### src/rtl/codec_adc_rx_pkg.sv
// Shared constants for the codec serial front end (ADC receiver, future DAC transmitter).
package codec_adc_rx_pkg;

    localparam int unsigned SAMPLE_BITS   = 16;
    localparam int unsigned CH_LEFT       = 0;
    localparam int unsigned CH_RIGHT      = 1;
    localparam int unsigned DEF_BCLK_DIV  = 4;
    localparam int unsigned DEF_SLOT_BITS = 32;

endpackage

### src/rtl/codec_clk_gen.sv
// I2S clock generator: bclk divider, frame bit counter and lrck.
// Exposes bclk edge events and the bit position within the current slot.
module codec_clk_gen
    import codec_adc_rx_pkg::*;
#(
    parameter int unsigned BCLK_DIV  = DEF_BCLK_DIV,
    parameter int unsigned SLOT_BITS = DEF_SLOT_BITS
) (
    input  logic                         clk,
    input  logic                         reset,
    input  logic                         enable,
    output logic                         bclk,
    output logic                         lrck,
    output logic                         riseEv,
    output logic                         fallEv,
    output logic [$clog2(SLOT_BITS)-1:0] slotIdx
);

    localparam int unsigned DW = (BCLK_DIV > 1) ? $clog2(BCLK_DIV) : 1;
    localparam int unsigned BW = $clog2(2 * SLOT_BITS);
    localparam int unsigned SW = $clog2(SLOT_BITS);

    logic [DW-1:0] divCnt;
    logic [BW-1:0] bitCnt;
    logic          wrap;

    assign wrap    = enable && (divCnt == DW'(BCLK_DIV - 1));
    assign riseEv  = wrap && !bclk;
    assign fallEv  = wrap && bclk;
    // lrck is the counter MSB flop itself, so the codec sees no combinational glitching.
    assign lrck    = bitCnt[BW-1];
    assign slotIdx = bitCnt[SW-1:0];

    always_ff @(posedge clk or posedge reset) begin
        if (reset) begin
            divCnt <= '0;
            bitCnt <= '0;
            bclk   <= 1'b0;
        end else if (!enable) begin
            divCnt <= '0;
            bitCnt <= '0;
            bclk   <= 1'b0;
        end else begin
            if (wrap) begin
                divCnt <= '0;
                bclk   <= ~bclk;
            end else begin
                divCnt <= divCnt + DW'(1);
            end
            if (fallEv) begin
                bitCnt <= bitCnt + BW'(1);
            end
        end
    end

endmodule

### src/rtl/codec_adc_rx.sv
// Codec ADC receiver: deserialises one I2S channel into SampleIn with a one-cycle ready strobe.
module codec_adc_rx
    import codec_adc_rx_pkg::*;
#(
    parameter int unsigned BCLK_DIV  = DEF_BCLK_DIV,
    parameter int unsigned SLOT_BITS = DEF_SLOT_BITS,
    parameter int unsigned CHANNEL   = CH_LEFT
) (
    input  logic                   clk,
    input  logic                   reset,
    input  logic                   enable,
    input  logic                   adc_dat,
    output logic                   bclk,
    output logic                   lrck,
    output logic [SAMPLE_BITS-1:0] SampleIn,
    output logic                   ready
);

    localparam int unsigned SW = $clog2(SLOT_BITS);

    logic                   riseEv;
    logic                   fallEv;
    logic [SW-1:0]          slotIdx;
    logic [SAMPLE_BITS-1:0] shiftReg;
    logic                   capture;
    logic                   lastBit;

    codec_clk_gen #(
        .BCLK_DIV  (BCLK_DIV),
        .SLOT_BITS (SLOT_BITS)
    ) u_clkGen (
        .clk     (clk),
        .reset   (reset),
        .enable  (enable),
        .bclk    (bclk),
        .lrck    (lrck),
        .riseEv  (riseEv),
        .fallEv  (fallEv),
        .slotIdx (slotIdx)
    );

    // Slot index 0 is the I2S one-bit delay after the lrck edge; payload occupies 1..SAMPLE_BITS.
    assign capture = riseEv && (lrck == 1'(CHANNEL))
                     && (slotIdx != '0) && (slotIdx <= SW'(SAMPLE_BITS));
    assign lastBit = slotIdx == SW'(SAMPLE_BITS);

    always_ff @(posedge clk or posedge reset) begin
        if (reset) begin
            shiftReg <= '0;
            SampleIn <= '0;
            ready    <= 1'b0;
        end else begin
            ready <= 1'b0;
            if (!enable) begin
                shiftReg <= '0;
            end else if (capture) begin
                shiftReg <= {shiftReg[SAMPLE_BITS-2:0], adc_dat};
                if (lastBit) begin
                    SampleIn <= {shiftReg[SAMPLE_BITS-2:0], adc_dat};
                    ready    <= 1'b1;
                end
            end
        end
    end

    evNoOverlap : assert property (@(posedge clk) disable iff (reset) !(riseEv && fallEv));

endmodule
### config.mk
export PLATFORM = sky130hd
export DESIGN_NAME = codec_adc_rx
export DESIGN_NICKNAME = d
export VERILOG_FILES = /design/src/rtl/codec_adc_rx_pkg.sv /design/src/rtl/codec_clk_gen.sv /design/src/rtl/codec_adc_rx.sv
export SDC_FILE = /design/constraint.sdc
export NUM_CORES = 1
export LEC_CHECK = 0
export ABC_AREA = 1
export BUFFER_PORTS_ARGS = -buffer_cell sky130_fd_sc_hd__buf_2
export CORE_UTILIZATION = 42
export CTS_BUF_LIST = sky130_fd_sc_hd__clkbuf_16
export CTS_CLUSTER_SIZE = 24
export DETAILED_ROUTE_END_ITERATION = 16
export GPL_TIMING_DRIVEN = 0
export PLACE_DENSITY = 0.61
export SLEW_MARGIN = 10
export SYNTH_ARGS = -nofsm -noshare
export SYNTH_HDL_FRONTEND = slang
export SYNTH_SLANG_ARGS = --single-unit
### constraint.sdc
create_clock -name clk -period 1.8 [get_ports clk]
set_clock_uncertainty 0.2 [all_clocks]
set_input_delay 0.18 -clock clk [delete_from_list [all_inputs] [get_ports clk]]
set_output_delay 0.18 -clock clk [all_outputs]
set_load 0.03 [all_outputs]
**Word level (Yosys, flattened, before mapping)**

Index checks and enable logic that the tools add are counted.
W data, S select, Z words.

- Add/subtract/negate cells: 2
- Magnitude comparators: 1
- Eq/ne operators: 5
- Muxes and demuxes: 11
- Bitwise gates (word level): 2
- Reductions and logical operators: 9

Operators with widths:

| kind | number |
|---|---|
| $mux W15 | 2 |
| $mux W6 | 2 |
| $add A6 B1 Y6 const B | 1 |
| $logic_and A1 B1 Y1 | 6 |
| $ne A2 B1 Y1 const B | 3 |
| $eq A5 B5 Y1 const B | 1 |
| $le A5 B5 Y1 const B | 1 |
| $mux W1 | 5 |
| $reduce_bool A5 Y1 | 1 |
| $mux W2 | 2 |
| $reduce_and A3 Y1 | 1 |
| $add A2 B1 Y2 const B | 1 |
| $eq A2 B2 Y1 const B | 1 |
| $not A1 Y1 | 2 |
| $logic_not A1 Y1 | 1 |

- Bits in registers: 41
- Bits of input ports: 4
- Output and inout bits: 19
- Word-level logic and storage cells: 36

**Longest topological paths before layout**

Gate-level depths: netlist of run 1.

- Depth after elaboration: 8
- Depth in mapped cells: 9
- Mapped depth without buffers: 8

**Hierarchy**

Synthesis of run 1 repeated with hierarchy kept, for this count alone.

- Cells, all modules: 222
- Area total of the unflattened synthesis: 1988.2 um2

By module, submodules not included:

| module | instances | cells an instance | area each (um2) | sequential area each (um2) |
|---|---|---|---|---|
| codec_adc_rx | 1 | 164 | 1500.2 | 800.8 |
| codec_clk_gen | 1 | 58 | 488.0 | 225.2 |

**Least setup slack after synthesis of run 1**

No wires, ideal clock.

- Path type: register to register
- From: register u_clkGen.bclk
- To: register shiftReg[0]
- Setup time: 0.129 ns
- Arrival: 1.262 ns
- Required time: 1.471 ns
- Setup slack: 0.210 ns
- Cell stages (with the launch flop): 7
- Path buffers: 2
- Clock period less this slack: 1.590 ns
- Cell sequence: dfrtp_1 -> nor3_4 -> nand3_1 -> buf_2 -> buf_6 -> nand2_1 -> o21ai_1

- Longest elaborated chain between the ends: 6

RTL lines:

| item | line | RTL |
|---|---|---|
| from (decl) | codec_clk_gen.sv:12 | `output logic bclk,` |
| from (signal assigned) | codec_clk_gen.sv:46 | `bclk <= ~bclk;` |
| $logic_not A1 Y1 | codec_clk_gen.sv:28 | `assign riseEv = wrap && !bclk;` |
| $logic_and A1 B1 Y1 | codec_clk_gen.sv:28 |  |
| $logic_and A1 B1 Y1 | codec_adc_rx.sv:43 | `assign capture = riseEv && (lrck == 1'(CHANNEL))` |
| $logic_and A1 B1 Y1 (2 in a row) | codec_adc_rx.sv:44 | `&& (slotIdx != '0) && (slotIdx <= SW'(SAMPLE_BITS));` |
| $ne A2 B1 Y1 (no source line) | n/a |  |
| to (signal assigned) | codec_adc_rx.sv:57 | `shiftReg <= {shiftReg[SAMPLE_BITS-2:0], adc_dat};` |
| to (decl) | codec_adc_rx.sv:24 | `logic [SAMPLE_BITS-1:0] shiftReg;` |

No other way between the ends.
A chain may end at the register's enable or synchronous reset.

**Worst setup path after layout of run 1**

- From: register u_clkGen.divCnt[0]
- To: register SampleIn[11]

- Longest elaborated chain between the ends: 7

RTL lines:

| item | line | RTL |
|---|---|---|
| from (decl) | codec_clk_gen.sv:23 | `logic [DW-1:0] divCnt;` |
| from (signal assigned) | codec_clk_gen.sv:48 | `divCnt <= divCnt + DW'(1);` |
| $eq A2 B2 Y1 | codec_clk_gen.sv:27 | `assign wrap = enable && (divCnt == DW'(BCLK_DIV - 1));` |
| $logic_and A1 B1 Y1 | codec_clk_gen.sv:27 |  |
| $logic_and A1 B1 Y1 | codec_clk_gen.sv:28 |  |
| $logic_and A1 B1 Y1 | codec_adc_rx.sv:43 |  |
| $logic_and A1 B1 Y1 (2 in a row) | codec_adc_rx.sv:44 |  |
| $reduce_and A3 Y1 (no source line) | n/a |  |
| to (signal assigned) | codec_adc_rx.sv:59 | `SampleIn <= {shiftReg[SAMPLE_BITS-2:0], adc_dat};` |
| to (decl) | codec_adc_rx.sv:15 | `output logic [SAMPLE_BITS-1:0] SampleIn,` |

No other way between the ends.

==> results.yml, run 1 <==
outcome:
  status: "finished clean"
worst_setup_path:
  worst_ep_required_time_ns: 1.77
  slowest_delay_ns: 0.35
  r2r_cells: 8
  rrSetupSlack_ns: 0.1
  crit_chain: "ha_1 -> nand2_2 -> nor3_4 -> buf_4 -> nand2_4 -> buf_6 -> nand2_1 -> nand2_1"
  arrival_ns: 1.67
  r2r-start: "u_clkGen.divCnt[0]$_DFF_PP0_"
  cp-end-kind: "flop"
  crit_top_cell: "nand2_1"
  cp-start-kind: "flop"
  critical_path.slowest_cell: "dfrtp_1"
  r2r-end: "SampleIn[11]$_DFFE_PP0P_"
  critical_path.max_fanout: 10
  crit_type: "reg2reg"
cts:
  cts-root-buf: "clkbuf_16"
  tritoncts: "done"
  clkSinkCount: 41
  clk_latency_ns: 0.28
  htree_levels: 2
  clock_tree.buffer_depth: 2
  cts_buffers: 5
  clk_pin_slew_ns: 0.06
synth:
  synth-xor-area-share_pct: 0
  synthAdderAreaFrac_pct: 2.10
  ys.warnings.count: 0
  yosysUniqueCellTypes: 19
  synth_top_family_by_area: "simple AND/OR/NAND/NOR gates"
  synth.cell_area_mm2: 0.00179
  seq_area_frac_synth_pct: 57.4
  syn_area_per_cell_um2: 8.23
  synth_compound_gate_area_share_pct: 5.88
  synth_simple_gate_area_share_pct: 26.3
  muxShareOfSynthArea_pct: 0
  ys_ff_latch: 41
  synthesis.nets: 224
  synth_cells: 217
final_layout:
  nNetsFinal: 257
  num_antenna_cells: 0
  syn2layout_area_growth_pct: 22.1
  layout.cells.non_filler: 301
  final_layout_size_suffix_gt1_share_pct: 17.9
  final_cell_mix: "nand2_1 (93), dfrtp_1 (41), inv_1 (27), buf_2 (22)"
  final_common_cell: "nand2_1"
route:
  wire_per_inst_um: 11.2
  drtIter0Drc: 69
  viasPerCell: 4.64
  ant_nets: 0
  wirelength_um: 3370
  vias: 1398
  dr.pass1.iters: 6
  drc_errors: 0
min_path:
  hold_path_end: "shiftReg[9]$_DFFE_PP0P_"
  hp-start: "enable"
  hold_class: "in2reg"
  hold_depth: 3
sta:
  hold_viol: 0
  worstMarginPinSlew_ns: 0.441
  fin_setup_tns_ns: 0
  grt_setup_unrepaired: "yes"
  slew_headroom_pct: 70.6
  slew_viol_final: 0
  finalCriticalPeriod_ns: 1.70
  final-setup-viol-count: 0
  max_freq_mhz: 587
  fin_crit_sh_pct: 94.7
pwr:
  total_leakage_power_nw: 1.31
  ir_drop_v: 0.000487
  power_density_mw_per_mm2: 843
floorplan:
  core-area_mm2: 0.00403
  fp.dieW_um: 67.2
  die_h_um: 67.2
  die-area_mm2: 0.00452
  rows: 23
  initial_utilization_pct: 44.3
  ios: 23
flow_run:
  maxCapViolCount: 0
global_routing:
  grt_pass1_wl_um: 5760
  grt_max_degree: 36
  antenna_found_initial: 0
  grt_usage_pct: 17.6
  grt_overflow: 0
  first_global_vias: 1325
placement:
  post-place-cells: 290
  place.port_buffers: 22
  routabilityCongestion: 0.733
  dp_hpwl_um: 2240
## sequential cells by signal (all words and copies together) (netlist names)
name / cells
u_clkGen.bclk: 1
SampleIn: 16
ready: 1
shiftReg: 15
u_clkGen.divCnt: 2
u_clkGen.bitCnt: 6
## cell type report
cell class	instances	area, um2
clock buffers	5	125
clock inverters	3	13.8
fillers	390	1850
well taps	50	62.6
repair buffers	27	168
inverters	29	114
flip-flops and latches	41	1030
plain buffers	6	46.3
multi-input cells	140	627
## cells in the mapped netlist
cell type | n | area share, %
nand2_1 | 93 | 20
dfrtp_1 | 41 | 57
inv_1 | 28 | 5.9
o21ai_0 | 10 | 2.8
o21ai_1 | 10 | 2.8
nor2_1 | 9 | 1.9
nand3_1 | 8 | 2.2
clkbuf_1 | 3 | 0.63
ha_1 | 3 | 2.1
buf_2 | 2 | 0.56
nand2_2 | 2 | 0.70
a21oi_1 | 1 | 0.28
buf_4 | 1 | 0.42
buf_6 | 1 | 0.63
inv_2 | 1 | 0.21
nand4_1 | 1 | 0.35
nor3_1 | 1 | 0.28
nor3_4 | 1 | 0.91
or2_2 | 1 | 0.35
## report_power, final
group,internal (mW),switching [mW],leakage [nW]
logic,0.0234,0.0452,0.666
clock network,0.503,0.334,0.0748
registers,0.929,0.00485,0.571
total,1.46,0.384,1.31
## critical path: cells and delay by family (launching register included)
family,cells,cell delay (ns)
AND/OR/NAND/NOR,5,0.54
flip-flops,1,0.35
buffers and inverters,2,0.33
adder cells (fa/ha/maj),1,0.18
## timing repair
action,4_1_cts,5_1_grt
endpoints found under the setup margin,0,28
endpoints found under the hold margin,44,0
resized for setup,0,15
setup buffers,0,1
hold buffers,3,0
## logic make-up (layout without fill, tap and decap cells)
family	count (synthesis)	after routing
simple gates	116	116
compound gates	21	21
buf+inv	36	70
flops	41	41
fa+ha+maj	3	3
## metrics by stage
step	hold WS (ns)	util [%]	cell area (um2)	power [mW]	setup WS, ns
after floorplan	0.0896	-	1790	0.989	0.210
after global placement	0.205	48.6	1960	1.01	-0.103
after detailed placement	-0.106	49.1	1980	1.01	0.0352
after CTS	0.0276	53.3	2150	1.86	0.0245
after global routing	0.0436	54.2	2180	1.91	-0.0246
final	0.0258	54.2	2180	1.84	0.0950
## worst max path at each step
stage,start,end,cells past startpoint
after floorplan,u_clkGen.bclk$_DFFE_PP0P_,shiftReg[0]$_DFFE_PP0P_,6
after global placement,reset,SampleIn[2]$_DFFE_PP0P_,2
after detailed placement,u_clkGen.bitCnt[0]$_DFFE_PP0P_,shiftReg[7]$_DFFE_PP0P_,7
after CTS,u_clkGen.bitCnt[0]$_DFFE_PP0P_,shiftReg[7]$_DFFE_PP0P_,7
after global routing,u_clkGen.divCnt[0]$_DFF_PP0_,SampleIn[6]$_DFFE_PP0P_,8
final,u_clkGen.divCnt[0]$_DFF_PP0_,SampleIn[11]$_DFFE_PP0P_,8
## layer usage
| metal | up-vias | GRT usage, % | wire, um |
|---|---|---|---|
| met2 | 28 | 27.8 | 1500 |
| met5 | - | 0 | 0 |
| met1 | 643 | 21.8 | 1680 |
| met3 | 5 | 4.39 | 128 |
| met4 | 0 | 10.4 | 59 |
| li1 | 722 | - | - |
(Power assumes the default switching activity.)
==> run 2, diff against run 1 <==
ABC_AREA = unset   (was 1)
ABC_CLOCK_PERIOD_IN_PS = 1800   (was unset)
CORE_UTILIZATION = 45   (was 42)
PLACE_DENSITY = 0.65   (was 0.61)
==> run 2 against run 1 <==
  * Register-to-register slack worse by 0.05 ns
  * Utilization up 5.8 points
  * Global-route usage down 1.5 points
  * Setup slack worse by 0.052 ns
  * Critical path type unchanged
  * Combinational power up 7.1%
  * Sequential share of layout area down 1.0 points
  * Sequential cell count unchanged
  * Critical endpoint is now SampleIn[6]$_DFFE_PP0P_
==> results.yml, run 2 <==
synth:
  yosysUniqueCellTypes: 24
  synth_cells: 130
  ys.warnings.count: 0
  netlist.area_leader.share_pct: 58.2
  ys_ff_latch: 41
  synthesis.nets: 137
  synth_edf_count: 0
  syn_area_per_cell_um2: 13.6
  ys_async_sr_fraction_pct: 100
  synthTopCellsByCount: "dfrtp_1 (41), nand2_1 (19), mux2i_1 (16)"
  yosys.cell_count.top_type: "dfrtp_1"
  synth.cell_area_mm2: 0.00176
  seq_area_frac_synth_pct: 58.2
  yosys.area.top_type: "dfrtp_1"
  synth.area.top_cells: "dfrtp_1 (58%), mux2i_1 (9.1%), mux2_4 (7.7%)"
  synth_flop_cell: "dfrtp_1"
cts:
  clkSinkCount: 41
  tritoncts: "done"
  clock_tree.buffer_depth: 2
  cts-root-buf: "clkbuf_16"
  clk_pin_slew_ns: 0.06
  cts_buffers: 5
  htree_levels: 2
  clk_latency_ns: 0.28
worst_setup_path:
  cp-end-kind: "flop"
  critical_path.max_fanout: 10
  arrival_ns: 1.72
  worst_ep_required_time_ns: 1.76
  crit_type: "reg2reg"
  r2r-start: "u_clkGen.bitCnt[1]$_DFFE_PP0P_"
  cp-startpoint: "u_clkGen.bitCnt[1]$_DFFE_PP0P_"
  cp-start-kind: "flop"
global_routing:
  grt_overflow: 0
  grt_pass1_wl_um: 5030
  grt_usage_pct: 16.2
  grt_max_degree: 22
  first_global_vias: 1087
  antenna_found_initial: 0
placement:
  post-place-cells: 200
  preCtsSetupSlack_ns: -0.157
  routabilityCongestion: 0.689
  place.port_buffers: 21
  dpl_cell_area_mm2: 0.00196
  dp_hpwl_um: 1980
pwr:
  p_int_mw: 1.75
  power.share.clock_pct: 52.9
  total_leakage_power_nw: 1.25
  power.total_mw: 2.15
  power_frac_seq_pct: 43.6
  p_comb_share_pct: 3.4
  power_density_mw_per_mm2: 965
  p_switching_mw: 0.400
  ir_drop_v: 0.000561
  p_sw_share_pct: 18.6
min_path:
  hp-start: "enable"
  hold_class: "in2reg"
final_layout:
  final_cell_mix: "dfrtp_1 (41), buf_2 (22), nand2_1 (19), mux2i_1 (16), mux2_4 (9)"
  nNetsFinal: 173
  final_layout_size_suffix_gt1_share_pct: 36.5
  regMostFlops: "SampleIn"
  num_antenna_cells: 0
  reg_top3: "SampleIn: 16 flops, shiftReg: 15 flops, u_clkGen.bitCnt: 6 flops"
  largest_reg_flops: 16
  final_common_cell: "dfrtp_1"
  layout.cells.non_filler: 215
  design_area_mm2: 0.00223
  syn2layout_area_growth_pct: 26.4
route:
  wire_per_inst_um: 13.3
  vias: 1072
  wirelength_um: 2860
  drtIter0Drc: 24
  drc_errors: 0
  ant_nets: 0
  dr.pass1.iters: 3
  viasPerCell: 4.99
floorplan:
  die_h_um: 64.6
  fp.dieW_um: 64.6
  initial_utilization_pct: 47.5
  core-area_mm2: 0.00372
  rows: 22
  die-area_mm2: 0.00418
  ios: 23
outcome:
  status: "finished clean"
sta:
  grt_setup_unrepaired: "yes"
  hold_ws_ns: 0.0517
  fin_crit_sh_pct: 97.6
  worstMarginPinSlew_ns: 0.473
  slew_viol_final: 0
  hold_viol: 0
  max_freq_mhz: 569
  fin_ws_ns: 0.0434
  slew_headroom_pct: 68.5
  final-setup-viol-count: 0
  finalCriticalPeriod_ns: 1.76
flow_run:
  maxCapViolCount: 0
-- run 2: changes by cell type after synthesis, sizes merged, moves of 4 or more --
| cell | delta |
|---|---|
| nand3 | -4 |
| mux2 | +16 |
| xnor2 | +4 |
| o21ai | -20 |
| nand2 | -74 |
| mux2i | +16 |
| nor2 | -7 |
| and2 | +4 |
| inv | -24 |
-- run 2: routing by layer --
metal	part of all wire, %	wire, um	up-vias	global-route usage (%)
met1	46	1330	545	20.8
met5	0	0	-	0
met2	48	1380	20	25.5
li1	-	-	503	-
met3	4.1	116	4	5.28
met4	1.2	33	0	5.83
-- run 2: timing repair --
action	in CTS	in global routing
endpoints found under the hold margin	22	0
setup buffers	4	1
hold buffers	2	0
gates resized for setup	2	3
endpoints found under the setup margin	19	31
cloned	0	0
pin swaps	1	0
-- run 2: stage by stage --
stage               TNS [ns]  util [%]
floorplan                  0         -
global placement       -1.35      51.9
detailed placement     -2.11      52.7
CTS                        0      59.3
global route          -0.705      60.0
finish                     0      60.0
-- run 2: worst paths after layout --
kind                                                 to  slack [ns]  cells after the start
max in group asynchronous  u_clkGen.divCnt[0]$_DFF_PP0_        0.68                      4
setup / recovery                SampleIn[6]$_DFFE_PP0P_        0.04                      6
min in group asynchronous       shiftReg[6]$_DFFE_PP0P_        0.26                      3
setup reg to reg                SampleIn[6]$_DFFE_PP0P_        0.04                      6
hold reg to reg                 SampleIn[4]$_DFFE_PP0P_        0.30                      1
hold / removal                  shiftReg[7]$_DFFE_PP0P_        0.05                      3
-- run 2: final cells by class --
class | count | area, um2
fill | 309 | 1490
sequential | 41 | 1030
multi-input combinational | 79 | 697
timing repair buffer | 29 | 194
clock buffer | 5 | 125
clock inverter | 3 | 65.1
tap | 48 | 60.1
buffer | 5 | 43.8
inverter | 5 | 18.8
-- run 2: cell families after synthesis --
| logic type | synth area share, % |
|---|---|
| buffers and inverters | 3.05 |
| DFF | 58.2 |
| AOI/OAI and AO/OA | 0.426 |
| muxes | 21.2 |
| adders and majority gates | 2.13 |
| xor gates and xnor gates | 2.98 |
| and+or+nand+nor | 12.1 |
-- run 2: worst max-delay path, stage by stage (launching register included) --
cell and delay, ns:
dfrtp_1 0.38, inv_1 0.06, ha_1 0.14, nor3b_4 0.26, nand3_4 0.13, buf_12 0.17
mux2_4 0.29
-- run 2: power groups by stage --
stage,combinational [mW],sequential [mW],clock [mW]
detailed placement,0.0647,0.953,0
global placement,0.0553,0.952,0
finish,0.0735,0.939,1.14
floorplan,0.0379,0.955,0
CTS,0.0695,0.936,1.16
global route,0.0833,0.939,1.21
==> run 3, diff against run 2 <==
REMOVE_ABC_BUFFERS = 1   (was unset)
==> run 3 against run 2 <==
  * Final area shrank 2.3%
  * Clock power shrank 28%
  * Global-route usage shrank 0.56 points
  * Via count shrank 2.6%
  * Maximum frequency shrank 3.9%
  * The run now ends with setup timing left
  * Utilization shrank 1.4 points
  * Highest routed layer unchanged
  * Clock-buffer cell count is the same
==> results.yml, run 3 (synthesis gave the netlist of run 2 again) <==
global_routing:
  grt_pass1_wl_um: 4840
  grt_usage_pct: 15.6
  grt_max_degree: 42
  grt_overflow: 0
  first_global_vias: 1045
  antenna_found_initial: 0
worst_setup_path:
  worst_ep_required_time_ns: 1.76
  arrival_ns: 1.78
  crit_type: "reg2reg"
  critical_path.max_fanout: 8
  cp-end-kind: "flop"
  cp-startpoint: "u_clkGen.bitCnt[1]$_DFFE_PP0P_"
  cp-start-kind: "flop"
  r2r-start: "u_clkGen.bitCnt[1]$_DFFE_PP0P_"
floorplan:
  die_h_um: 64.6
  ios: 23
  die-area_mm2: 0.00418
  fp.dieW_um: 64.6
  core-area_mm2: 0.00372
  rows: 22
  initial_utilization_pct: 47.5
pwr:
  p_int_mw: 1.46
  power_density_mw_per_mm2: 839
  total_leakage_power_nw: 1.25
  p_comb_share_pct: 3.8
  ir_drop_v: 0.000414
  p_sw_share_pct: 20.3
  p_switching_mw: 0.372
  power.share.clock_pct: 44.8
  power_frac_seq_pct: 51.4
route:
  wirelength_um: 2970
  viasPerCell: 4.92
  wire_per_inst_um: 14.0
  drc_errors: 0
  dr.pass1.iters: 4
  vias: 1044
  ant_nets: 0
  drtIter0Drc: 51
final_layout:
  multiInputGateArea_um2: 732
  final_cell_mix: "dfrtp_1 (41), buf_2 (22), nand2_1 (19), mux2i_1 (16), mux2_4 (9)"
  layout.cells.non_filler: 212
  num_antenna_cells: 0
  nFillCells: 310
  largest_reg_flops: 16
  reg_top3: "SampleIn: 16 flops, shiftReg: 15 flops, u_clkGen.bitCnt: 6 flops"
  final_layout_size_suffix_gt1_share_pct: 36.0
  utilization_pct: 58.6
  syn2layout_area_growth_pct: 23.5
  nNetsFinal: 170
  final_common_cell: "dfrtp_1"
  seq_area_mm2: 0.00103
  regMostFlops: "SampleIn"
sta:
  grt_setup_unrepaired: "yes"
  hold_ws_ns: 0.178
  hold_viol: 0
  fin_setup_tns_ns: -0.205
  fin_ws_ns: -0.0271
  fin_crit_sh_pct: 102
  final-setup-viol-count: 16
  slew_headroom_pct: 70.6
  finalCriticalPeriod_ns: 1.83
  worstMarginPinSlew_ns: 0.441
  slew_viol_final: 0
  max_freq_mhz: 547
min_path:
  hp-start: "enable"
  hold_class: "in2reg"
placement:
  dp_hpwl_um: 1780
  post-place-cells: 196
  preCtsSetupSlack_ns: -0.181
  place.port_buffers: 22
  routabilityCongestion: 0.721
outcome:
  violations: "setup timing"
  status: "finished with violations"
cts:
  clock_tree.buffer_depth: 2
  clkSinkCount: 41
  htree_levels: 2
  clk_pin_slew_ns: 0.05
  cts_buffers: 5
  cts-root-buf: "clkbuf_16"
  tritoncts: "done"
  clk_latency_ns: 0.28
flow_run:
  maxCapViolCount: 0
-- run 3: metrics by stage --
| step | power [mW] | area (um2) |
|---|---|---|
| 2_1_floorplan | 0.986 | 1730 |
| 3_3_place_gp | 1.01 | 1900 |
| 3_5_place_dp | 1.01 | 1920 |
| 4_1_cts | 1.85 | 2130 |
| 5_1_grt | 1.89 | 2180 |
| 6_report | 1.83 | 2180 |
-- run 3: final timing paths --
check                                                 end  slack (ns)  cells after the start
max                               shiftReg[2]$_DFFE_PP0P_       -0.03                      7
min                        u_clkGen.bitCnt[1]$_DFFE_PP0P_        0.18                      2
max reg2reg                       shiftReg[2]$_DFFE_PP0P_       -0.03                      7
min reg2reg                       SampleIn[4]$_DFFE_PP0P_        0.30                      1
max in group asynchronous         SampleIn[0]$_DFFE_PP0P_        0.94                      4
min in group asynchronous    u_clkGen.divCnt[1]$_DFF_PP0_        0.27                      4
-- run 3: timing repair --
action,4_1_cts,5_1_grt
endpoints found under the hold margin,43,0
buffers inserted,3,2
pin swaps,2,3
setup endpoints to repair,31,31
resized for setup,3,4
hold buffers,2,0
cloned,0,1
-- run 3: area by class of cell --
type                       instances  area share, %
inverter                           5          0.862
tap                               48           2.76
clock buffer                       5           5.74
timing repair buffer              30           9.36
clock inverter                     3          0.574
sequential                        41           47.1
multi-input combinational         80           33.6
-- run 3: layer usage --
layer / global-route usage (%) / vias to the layer above / share of wire, %
met4: 8.33 / 0 / 2.5
met5: 0 / - / 0
met3: 3.70 / 7 / 3.2
met2: 24.9 / 18 / 50
li1: - / 498 / -
met1: 19.7 / 521 / 45
-- run 3: critical path: stages, from the launching register on --
cell,delay [ns]
dfrtp_1,0.41
inv_1,0.07
ha_1,0.15
nor3b_4,0.26
buf_6,0.16
xnor2_4,0.14
nand2_4,0.16
mux2i_1,0.15
-- run 3: power by group through the flow --
stage | logic [mW] | registers [mW] | clock network [mW]
after floorplan | 0.0306 | 0.955 | 0
after global placement | 0.0532 | 0.952 | 0
after detailed placement | 0.0615 | 0.953 | 0
after CTS | 0.0698 | 0.939 | 0.846
after global routing | 0.0808 | 0.939 | 0.875
final | 0.0700 | 0.939 | 0.819
